==> src/rtl/req_encoder_rr.sv <==
// Sequential round-robin request encoder: latches request pulses as sticky pending
// bits and offers one granted source index at a time on a valid/ready port.
module req_encoder_rr #(
  parameter int N = 4,
  parameter int W = 2
) (
  input  logic         clk,
  input  logic         rst_n,
  input  logic         en,
  input  logic         clr,
  input  logic [N-1:0] req,
  output logic         out_valid,
  input  logic         out_ready,
  output logic [W-1:0] out_idx,
  output logic [N-1:0] pending,
  output logic         overflow
);

  typedef enum logic {
    IDLE = 1'b0,
    HOLD = 1'b1
  } state_t;

  localparam logic [N-1:0] ONE     = {{(N-1){1'b0}}, 1'b1};
  localparam logic [W-1:0] LAST_IDX = W'(N - 1);

  state_t         state_q;
  state_t         state_d;
  logic [W-1:0]   ptr;
  logic [W-1:0]   ptr_d;
  logic [W-1:0]   idx_d;
  logic           valid_d;
  logic [N-1:0]   pending_d;
  logic           overflow_d;
  logic           handshake;
  logic [N-1:0]   served;
  logic           sel_found;
  logic [W-1:0]   sel_idx;

  // Round-robin search over the registered pending vector, starting at ptr and
  // wrapping at N (not 2**W), so non-power-of-two N never yields an index >= N.
  always_comb begin
    int           j;
    logic [W-1:0] cand;
    // NOTE: every signal written in always_comb gets a default first; a path
    // that leaves one unassigned infers a latch.
    sel_found = 1'b0;
    sel_idx   = '0;
    j         = 0;
    cand      = '0;
    for (int i = 0; i < N; i++) begin
      j = int'(ptr) + i;
      if (j >= N) j = j - N;
      cand = W'(j);
      if (!sel_found && pending[cand]) begin
        sel_found = 1'b1;
        sel_idx   = cand;
      end
    end
  end

  // Capture path: the bit being served this cycle is cleared, but a request on
  // that same bit re-arms it and does not count as an overflow.
  always_comb begin
    handshake  = out_valid & out_ready;
    served     = handshake ? (ONE << out_idx) : '0;
    pending_d  = (pending & ~served) | (en ? req : '0);
    overflow_d = en & (|(req & pending & ~served));
  end

  always_comb begin
    state_d = state_q;
    valid_d = out_valid;
    idx_d   = out_idx;
    ptr_d   = ptr;
    unique case (state_q)
      IDLE: begin
        if (sel_found) begin
          idx_d   = sel_idx;
          valid_d = 1'b1;
          state_d = HOLD;
        end
      end
      HOLD: begin
        if (out_ready) begin
          valid_d = 1'b0;
          ptr_d   = (out_idx == LAST_IDX) ? '0 : out_idx + 1'b1;
          state_d = IDLE;
        end
      end
      default: begin
        valid_d = 1'b0;
        state_d = IDLE;
      end
    endcase
  end

  // NOTE: sequential state uses non-blocking assignments only, so every register
  // samples the pre-edge values regardless of statement order.
  always_ff @(posedge clk or negedge rst_n) begin
    if (!rst_n) begin
      state_q   <= IDLE;
      out_valid <= 1'b0;
      out_idx   <= '0;
      ptr       <= '0;
      pending   <= '0;
      overflow  <= 1'b0;
    end else if (clr) begin
      // clr wins over both capture and handshake in the same cycle.
      state_q   <= IDLE;
      out_valid <= 1'b0;
      out_idx   <= '0;
      ptr       <= '0;
      pending   <= '0;
      overflow  <= 1'b0;
    end else begin
      state_q   <= state_d;
      out_valid <= valid_d;
      out_idx   <= idx_d;
      ptr       <= ptr_d;
      pending   <= pending_d;
      overflow  <= overflow_d;
    end
  end

endmodule

==> config.mk <==
export PLATFORM = sky130hd
export DESIGN_NAME = req_encoder_rr
export DESIGN_NICKNAME = d
export VERILOG_FILES = /design/src/rtl/req_encoder_rr.sv
export SDC_FILE = /design/constraint.sdc
export NUM_CORES = 1
export LEC_CHECK = 0
export CAP_MARGIN = 40
export CORE_MARGIN = 2
export CORE_UTILIZATION = 37
export DETAILED_ROUTE_END_ITERATION = 8
export PLACE_DENSITY = 0.67
export SYNTH_ARGS = -nofsm -noshare
export SYNTH_HDL_FRONTEND = slang
export SYNTH_SLANG_ARGS = --single-unit
==> constraint.sdc <==
create_clock -name clk -period 1.4 [get_ports clk]
set_clock_uncertainty 0.2 [all_clocks]
set_input_delay 0.21 -clock clk [delete_from_list [all_inputs] [get_ports clk]]
set_output_delay 0.21 -clock clk [all_outputs]
set_load 0.05 [all_outputs]
**Word level (Yosys, flattened, before mapping)**

Cells that the tools add are included.

- Bits in registers: 11
- Input bits: 9
- Output and inout bits: 8
- Word-level logic and storage cells: 87

- Add/subtract/negate cells: 8
- Magnitude comparators: 8
- Equality and inequality tests: 4
- Shifts and indexed selects: 1
- Multiplexer cells: 39
- Bitwise gates (word level): 8
- Reductions and logical operators: 13

Operators with widths:

| cell | number |
|---|---|
| 2-to-1 mux 2 bit | 15 |
| 2-to-1 mux 1 bit | 15 |
| AND 4 bit | 3 |
| < comparator 2 x 3 -> 1 bit, second input constant | 4 |
| 2-to-1 mux 4 bit | 3 |
| >= comparator 3 bit, second input constant | 3 |
| binary-select mux 1 bit (select 2 bit) | 4 |
| subtractor 2 x 1 -> 2 bit, second input constant | 4 |
| adder 2 x 2 -> 3 bit, second input constant | 2 |
| inequality test 3 bit, second input constant | 2 |
| AND reduction 2 bit | 3 |
| nonzero test 2 bit | 3 |
| NOT 4 bit | 1 |
| bitwise OR 4 bit | 1 |
| case mux 1 bit (2 select lines) | 2 |
| OR reduction 4 bit | 1 |
| << shifter 1 x 2 -> 4 bit, first input constant | 1 |
| adder 2 x 1 -> 3 bit, second input constant | 1 |
| >= comparator 2 x 3 -> 1 bit, second input constant | 1 |
| logical AND 1 bit | 3 |
| zero test 1 bit | 3 |
| adder 2 x 1 -> 2 bit, second input constant | 1 |
| AND 1 bit | 2 |
| == test 2 bit, second input constant | 1 |
| other kinds (2) | 2 |

**Logic depth before layout (Yosys ltp)**

- Depth after elaboration: 17
- Mapped depth: 5
- Gate-level depth less buffers: 5

**Worst setup path before layout**

OpenSTA, ideal clock, no wires.

- Path type: register -> register
- Start point: reg out_idx[0]
- End point: reg overflow
- Setup time: 0.088 ns
- Arrival time: 1.391 ns
- Data required time: 1.112 ns
- Slack: -0.279 ns
- Stages on the path, launching flop included: 6
- Buffers on the path: 0
- Clock period less this slack: 1.679 ns
- Cell sequence: dfrtp_1 -> inv_1 -> ha_1 -> nand3_1 -> nand3_1 -> a41oi_1

- Longest elaborated chain between the ends: 7

RTL lines:

| item | RTL line | RTL |
|---|---|---|
| start: declaration | 14 | `output logic [W-1:0] out_idx,` |
| start signal: assignment | 119 | `out_idx <= idx_d;` |
| << shifter 1 x 2 -> 4 bit | 66 | `served = handshake ? (ONE << out_idx) : '0;` |
| 2-to-1 mux 4 bit | 66 |  |
| NOT 4 bit | 68 | `overflow_d = en & (\|(req & pending & ~served));` |
| AND 4 bit | 68 |  |
| OR reduction 4 bit | 68 |  |
| AND 1 bit | 68 |  |
| 2-to-1 mux 1 bit | 108 | `end else if (clr) begin` |
| end signal: assignment | 122 | `overflow <= overflow_d;` |
| end: declaration | 16 | `output logic overflow` |

Every way passes these cells.
A chain may end at the register's enable or synchronous reset.

**Worst setup path after layout**

- Start point: reg pending[0]
- End point: reg out_idx[1]

- Longest elaborated chain between the ends: 15
- Elaborated cells on any way between the ends: 27
- Those cells by class: mux: 19; reduce/logical: 8

RTL lines:

| item | RTL line | RTL |
|---|---|---|
| start: declaration | 15 | `output logic [N-1:0] pending,` |
| start signal: assignment | 121 | `pending <= pending_d;` |
| binary-select mux 1 bit (select 2 bit) | 55 | `if (!sel_found && pending[cand]) begin` |
| 2-to-1 mux 1 bit (implied by the code) | 55 |  |
| 2-to-1 mux 1 bit | 55 |  |
| zero test 1 bit | 55 |  |
| logical AND 1 bit | 55 |  |
| 2-to-1 mux 1 bit | 55 |  |
| zero test 1 bit | 55 |  |
| logical AND 1 bit | 55 |  |
| 2-to-1 mux 1 bit | 55 |  |
| zero test 1 bit | 55 |  |
| logical AND 1 bit | 55 |  |
| 2-to-1 mux 2 bit | 55 |  |
| 2-to-1 mux 2 bit | 78 | `if (sel_found) begin` |
| 2-to-1 mux 2 bit | 76 | `unique case (state_q)` |
| 2-to-1 mux 2 bit | 108 |  |

Several ways; a longest one is shown, not always the timed one. The select of a mux whose other input is x is not followed.

==> impl_metrics.py <==
metrics = {
    "run_status": {
        "status": "finished with violations",
        "violations": "negative setup slack",
    },
    "drt": {
        "route.vias.total": 638,
        "drc": 0,
        "drt_iter0_markers": 20,
        "wl_per_cell_microns": 16.2,
        "drt_pass1_iterations": 4,
        "drt-total-wl_mm": 1.85,
        "route.detailed.vias_per_inst": 5.60,
        "ant_nets": 0,
    },
    "power_and_ir_drop": {
        "ir_worst_vdd_uv": 640,
        "p_leak_nw": 0.445,
        "power_density_nw_per_um2": 943,
    },
    "worst_setup_path": {
        "start_kind": "flop",
        "ff2ff_setup_slack_ns": -0.02,
        "required_ns": 1.38,
        "cp_max_fo": 3,
        "worst-setup-path-type": "reg2reg",
        "end_kind": "flop",
        "critPathArrivalTime_ns": 1.40,
    },
    "cts": {
        "postCtsHoldBufs": 0,
        "cts_root_buf": "clkbuf_4",
        "clk_pin_slew_worst_paths_ns": 0.08,
        "cts-buffers-inserted": 3,
        "cts_buffer_depth": 2,
        "clock-sinks": 11,
        "insertion_delay_ns": 0.27,
        "cts_tree": "yes",
        "h-tree-depth": 1,
    },
    "sta": {
        "tightest_slew_ns": 0.319,
        "slew_headroom": 0.786,
        "setup_viol": 2,
        "holdWs_ns": 0.0351,
        "fmax_mhz": 704,
        "slew_viol_final": 0,
        "rsz0062_at_grt": "true",
        "setup_ws_ns": -0.0205,
        "hold_violations": 0,
        "finalCritPeriodShare": 1.01,
        "fin_crit_ns": 1.42,
    },
    "final_layout": {
        "layout_common_cells": "buf_4, nand3_1, buf_12",
        "syn_to_final_growth_pct": 73.2,
        "nFillCells": 118,
        "final_common_cell": "buf_4",
        "stdcell_count": 114,
        "final_core_util": 0.695,
        "post_route_cells_drive_above_1_share": 0.449,
        "n_antenna_cell": 0,
        "final_nets": 112,
    },
    "place": {
        "io_buffers": 16,
        "gp_routability_congestion": 0.851,
        "placedCellCount": 103,
        "detailed_place_hpwl_mm": 1.30,
        "dp_slack_ns": -0.138,
    },
    "synthesis": {
        "synth_top_area_frac": 0.450,
        "ys_ff_latch": 11,
        "synth_cell_type_count": 20,
        "yosysTopAreaCell": "dfrtp_1",
        "yosys-top-cells-area": "dfrtp_1, ha_1, nand3_1",
        "syn_inst": 64,
        "syn_area_sq_um": 612,
        "yosys_warnings": 0,
        "syn_area_per_cell_sq_um": 9.56,
        "ys_seq_area_frac": 0.450,
        "synth_nets": 77,
    },
    "global_routing": {
        "grt_max_degree": 12,
        "gr-total-overflow": 0,
        "grt_antenna_before_repair": 0,
        "grt_pass1_vias": 621,
        "grtUsageTotal": 0.197,
        "grt_first_pass_wirelength_mm": 2.76,
    },
    "worst_hold_path": {
        "worst_hold_path_type": "in2async",
    },
    "floorplanning": {
        "fp-row-count": 14,
        "pin_count": 17,
        "design.die.area_sq_um": 1990,
        "die_h_microns": 44.7,
        "die_x_microns": 44.7,
        "core_area_sq_um": 1520,
        "start_util": 0.401,
    },
    "job": {
        "drv_cap": 0,
    },
}
==> cells by family (layout without fill, tap and decap cells) <==
logic type               count (synthesis)  in the layout  synth area share
flip-flops                              11             11             0.450
buffers and inverters                    3             37            0.0204
AND/OR/NAND/NOR                         30             30             0.266
AO/OA/AOI/OAI                           16             16             0.182
adder cells (fa/ha/maj)                  4              4            0.0818
==> metrics by stage <==
stage          power (mW)  cell area [sq um]  setup TNS (ns)
2_1_floorplan       0.556                632         -0.0562
3_3_place_gp        0.733                947          -0.470
3_5_place_dp        0.740                947          -0.664
4_1_cts             0.981               1010         -0.0565
5_1_grt              1.04               1060          -0.251
6_report            0.999               1060         -0.0398
==> what timing repair did <==
action / 4_1_cts / 5_1_grt
resized for setup: 4 / 4
pin swaps: 0 / 2
buffers inserted: 3 / 4
setup endpoints to repair: 6 / 11
==> flip-flops by register name, summed over array words and instances (netlist names) <==
signal,count
out_valid,1
ptr,2
state_q,1
overflow,1
out_idx,2
pending,4
==> routing by layer <==
layer	wire [microns]	up-vias	GRT usage	share of wire
met5	0	-	0	0
met4	16	0	0.0545	0.0087
met3	131	3	0.0367	0.071
met2	953	26	0.357	0.52
met1	747	309	0.234	0.40
li1	-	300	-	-
==> synthesized netlist by cell type, drive strengths merged <==
master,n
o21ai,2
nand3,10
nor2b,1
a22oi,4
buf,1
nor2,8
nand2b,4
o32ai,1
nor3,1
a21oi,6
nor3b,1
o2111ai,1
ha,4
a41oi,1
nor4,1
dfrtp,11
nand2,4
inv,2
a21o,1
==> cell type report <==
| class | instances | area (sq um) | share of cell area |
|---|---|---|---|
| repair buffers | 31 | 370 | 0.349 |
| multi-input cells | 50 | 353 | 0.333 |
| flip-flops and latches | 11 | 283 | 0.267 |
| clock buffers | 4 | 26.3 | 0.0248 |
| well taps | 16 | 20.0 | 0.0189 |
| inverters | 2 | 7.51 | 0.00708 |
==> final timing paths <==
kind,from,end,cells past startpoint
max,pending[0]$_DFF_PN0_,out_idx[1]$_DFFE_PN0P_,3
min,rst_n,pending[2]$_DFF_PN0_,2
max reg2reg,pending[0]$_DFF_PN0_,out_idx[1]$_DFFE_PN0P_,3
min reg2reg,ptr[1]$_DFFE_PN0P_,ptr[1]$_DFFE_PN0P_,2
max in group asynchronous,rst_n,out_idx[0]$_DFFE_PN0P_,2
min in group clk,out_ready,ptr[1]$_DFFE_PN0P_,3
==> critical path, stage by stage, from the launching register on <==
cell and delay, ns:
dfrtp_2 0.43, nor4_4 0.37, nor2_2 0.10, o32ai_2 0.23
==> power breakdown <==
| part | total, mW | switching [mW] | internal [mW] |
|---|---|---|---|
| Clock | 0.224 | 0.114 | 0.110 |
| Sequential | 0.395 | 0.0480 | 0.347 |
| Combinational | 0.380 | 0.186 | 0.194 |
| Total | 0.999 | 0.348 | 0.652 |
Power figures use the tool's default switching activity.
==> edit 1 (same flow settings) <==
Change the parameter `W` from 2 to 4. Comments in the files are not updated.
--- a/src/rtl/req_encoder_rr.sv
+++ b/src/rtl/req_encoder_rr.sv
@@ -3,5 +3,5 @@
 module req_encoder_rr #(
   parameter int N = 4,
-  parameter int W = 2
+  parameter int W = 4
 ) (
   input  logic         clk,
Interface: changed (resized out_idx); port bits go from 17 to 19. The function was not compared with the original's and may differ.
==> edit 1 against the unedited design <==
The flow still finishes with violations (negative setup slack); core utilization is 1.4 points higher; area after synthesis is 120% higher; design area is 130% higher; combinational power grew to 3.8 times the old value; hold slack worse by 0.032 ns; sequential cell count is 4 higher; largest cell class is now multi-input combinational cells; sequential power is 46% higher; worst setup slack worse by 0.96 ns; die area is 110% higher; power is 130% higher; wire length is 150% higher; count of clock-buffer cells in the layout stayed put.
==> edit 1: results (changes against the unedited design) <==
* Status: complete, but fails checks (unchanged)
* Failing checks: negative setup slack (unchanged)
* Int Pwr at 1.37 mW (was 0.652 mW)
* Vias in the first global route at 1,556 (was 621)
* Fraction of layout cells with a size suffix above 1 at 53.3% (was 44.9%)
* Largest net degree at the start of global routing at 16 (was 12)
* Drt pass-1 iters at 5 (was 4)
* Placed cell areas at 2020 µm² (was 947 µm²)
* Pleak at 1.04 nW (was 0.445 nW)
* Seq area share at 16.0% (was 26.7%)
* Worst setup margin at -0.983 ns (was -0.0205 ns)
* Drt initial violations at 99 (was 20)
* Area growth from synthesis to layout at 80.4% (was 73.2%)
* Setup WS pre-CTS at -1.01 ns (was -0.138 ns)
* NonClk Buf Share at 34.0% (was 34.9%)
* Total sequential power at 0.576 mW (was 0.395 mW)
* Placed Cells at 252 (was 103)
* Met2 GRT Util at 38.7% (was 35.7%)
* Grt met1 use at 26.8% (was 23.4%)
* Largest regs: out_idx x4, pending x4, ptr x4 (was pending x4, out_idx x2, ptr x2)
* Non-CTS inverters at 12 (was 2)
* Setup tns final at -6.96 ns (was -0.0398 ns)
* Clock transition at path regs at 0.10 ns (was 0.08 ns)
* Gr usage total at 22.6% (was 19.7%)
* GP Congestion at 0.853 (was 0.851)
* DR vias/cell at 5.60 (about the same)
* #MultiIn Comb at 114 (was 50)
* Synthesis-stage register bit count at 15 (was 11)
* Clk pwr at 0.280 mW (was 0.224 mW)
* Hpwl dp at 2.97 mm (was 1.30 mm)
* Metal3 WL at 258 µm (was 131 µm)
* Relative slew margins at 81.0% (was 78.6%)
* Endpoints failing setup at 23 (was 2)
* Synth area leaders: dfrtp_1 (28%), ha_1 (10%), mux4_2 (6.8%) (was dfrtp_1 (45%), ha_1 (8.2%), nand3_1 (8.2%))
* Clk Latency, worst-skew pair at 0.31 ns (was 0.27 ns)
edit 1: changes by cell type after synthesis, moves of 4 or more:
cell / before / now
ha_1: 4 / 11
inv_1: 2 / 12
dfrtp_1: 11 / 15
nand2_1: 4 / 14
mux4_2: 0 / 4
a211oi_1: 0 / 4
nor2_1: 7 / 13
clkbuf_1: 0 / 4
nand3_1: 10 / 4
mux2i_1: 0 / 5
xor2_1: 0 / 4
edit 1: kinds of logic after synthesis:
group	Yosys count	synth area share [%]
and+or+nand+nor	47	17.2
buffers and inverters	21	7.32
adders and majority gates	11	10.3
xor gates and xnor gates	7	4.60
AOI/OAI and AO/OA	37	19.3
DFF	15	28.2
muxes	12	13.1
edit 1: what timing repair did:
| item | 4_1_cts | 5_1_grt |
|---|---|---|
| pin swaps | 3 | 12 |
| buffers inserted | 13 | 5 |
| setup endpoints to repair | 20 | 23 |
| hold buffers | 0 | 0 |
| hold endpoints to repair | 0 | 0 |
| resized for setup | 28 | 29 |
==> edit 2 (config.mk and constraints unchanged) <==
Without the edit above. Register the output `overflow` once more, with the module's reset; this adds one clock of latency there. The other outputs are not delayed to match.
--- a/src/rtl/req_encoder_rr.sv
+++ b/src/rtl/req_encoder_rr.sv
@@ -24,4 +24,6 @@
   localparam logic [N-1:0] ONE     = {{(N-1){1'b0}}, 1'b1};
   localparam logic [W-1:0] LAST_IDX = W'(N - 1);
+
+  logic overflow_s0;
 
   state_t         state_q;
@@ -105,5 +107,5 @@
       ptr       <= '0;
       pending   <= '0;
-      overflow  <= 1'b0;
+      overflow_s0 <= 1'b0;
     end else if (clr) begin
       // clr wins over both capture and handshake in the same cycle.
@@ -113,5 +115,5 @@
       ptr       <= '0;
       pending   <= '0;
-      overflow  <= 1'b0;
+      overflow_s0 <= 1'b0;
     end else begin
       state_q   <= state_d;
@@ -120,5 +122,13 @@
       ptr       <= ptr_d;
       pending   <= pending_d;
-      overflow  <= overflow_d;
+      overflow_s0 <= overflow_d;
+    end
+  end
+
+  always_ff @(posedge clk or negedge rst_n) begin
+    if (!rst_n) begin
+      overflow <= '0;
+    end else begin
+      overflow <= overflow_s0;
     end
   end
Formal check against the unedited RTL: not equivalent (a bounded check fails within 4 cycles, from zero or initial values and one cycle with rst_n low).
==> edit 2 against the unedited design <==
The flow still finishes with violations (negative setup slack); synthesized cell count up 1.6%; register-to-register slack improved by 0.05 ns; first-iteration DRC count increased by 10%; sequential cell count increased by 1; area after synthesis is 4.1% higher; power rose by 5.4%; non-clock buffer count shrank 5; wire length down 16%; design area down 0.24%; worst setup slack improved by 0.0062 ns; critical path depth decreased by 1; largest cell class is now multi-input combinational cells.
==> edit 2: results (changes against the unedited design) <==
* Fraction of layout cells with a size suffix above 1 at 43.6% (was 44.9%)
* Syn_nets at 78 (was 77)
* Relative slew margins at 81.5% (was 78.6%)
* Slowest-stage cell, CP: dfrtp_2 (unchanged)
* Pleak at 0.430 nW (was 0.445 nW)
* Vias in the first global route at 539 (was 621)
* Met1 WL at 679 µm (was 747 µm)
* First-pass GRT wire length at 2.38 mm (was 2.76 mm)
* Synth top cells by count: dfrtp_1 (12), nand3_1 (10), nor2_1 (7), a21oi_1 (6) (was dfrtp_1 (11), nand3_1 (10), nor2_1 (7), a21oi_1 (6))
* Drt initial violations at 22 (was 20)
* Largest fanout on the critical path at 4 (was 3)
* CP delay by family, top: flip-flops (was simple AND/OR/NAND/NOR gates)
* Failing checks: negative setup slack (unchanged)
* Worst setup margin at -0.0143 ns (was -0.0205 ns)
* Met2 GRT Util at 24.8% (was 35.7%)
* Grt met1 use at 22.3% (was 23.4%)
* Via count at 616 (was 638)
* Endpoints failing setup at 1 (was 2)
* Largest net degree at the start of global routing at 13 (was 12)
* Slowest stage delay, CP at 0.45 ns (was 0.43 ns)
* Synth Area in Compound Gates at 17.5% (was 18.2%)
* Clock transition at path regs at 0.08 ns (about the same)
* Hpwl dp at 1.17 mm (was 1.30 mm)
* Seq/Total Area, Yosys at 47.2% (was 45.0%)
* Metal3 WL at 102 µm (was 131 µm)
* GP Congestion at 0.888 (was 0.851)
* Gr usage total at 16.3% (was 19.7%)
* Synthesized-area fraction occupied by adder cells at 7.86% (was 8.18%)
* Peak supply drop at 0.000615 V (was 0.000640 V)
* Synth area leaders: dfrtp_1 (47%), ha_1 (7.9%), nand3_1 (7.9%) (was dfrtp_1 (45%), ha_1 (8.2%), nand3_1 (8.2%))
* Status: complete, but fails checks (unchanged)
* Initial antenna violation count at 0 (unchanged)
* Routing usage on met3 at 3.57% (was 3.67%)
* Routed wire length at 1.55 mm (was 1.85 mm)
edit 2: worst paths after layout:
path	start	end	slack (ns)	cells past startpoint
worst max register to register	pending[1]	state_q	0.03	3
worst max-delay path	pending[2]	pending[2]	-0.01	2
worst min register to register	overflow_s0	overflow	0.16	0
worst min-delay path	rst_n	out_valid	0.03	2
min in group clk	overflow_s0	overflow	0.16	0
max in group asynchronous	rst_n	out_idx[1]	0.80	2
edit 2: worst register-to-register path, stage by stage, from the launching register on:
cell and delay [ns]:
dfrtp_2 0.43, nor4_4 0.34, nor2b_1 0.22, nor3b_1 0.07
edit 2: final cells by class:
class	count	area (µm²)
Sequential cell	12	308
Fill cell	115	502
Multi-Input combinational cell	50	359
Inverter	2	7.51
Timing Repair Buffer	26	327
Tap cell	16	20.0
Clock buffer	4	36.3
edit 2: repair_timing:
| item | 4_1_cts | 5_1_grt |
|---|---|---|
| pin swaps | 0 | 4 |
| setup buffers | 0 | 4 |
| endpoints found under the setup margin | 4 | 10 |
| resized for setup | 3 | 5 |
| endpoints found under the hold margin | 0 | 0 |
edit 2: cells by family (layout without fill, tap and decap cells):
kind of cell             count (synthesis)  in the layout
AO/OA/AOI/OAI                           16             16
buffers and inverters                    3             32
flip-flops                              12             12
AND/OR/NAND/NOR                         30             30
adder cells (fa/ha/maj)                  4              4
edit 2: per-stage QoR:
stage | setup WS, ns | instances | setup TNS, ns
finish | -0.0143 | 110 | -0.0143
global route | -0.0489 | 110 | -0.202
CTS | -0.0140 | 106 | -0.0140
detailed placement | -0.110 | 103 | -0.679
global placement | -0.0862 | 103 | -0.460
floorplan | -0.0229 | 65 | -0.0622
edit 2: where the power goes:
part / internal (mW) / switching, mW
Sequential: 0.378 / 0.0529
Clock: 0.158 / 0.118
Combinational: 0.176 / 0.170
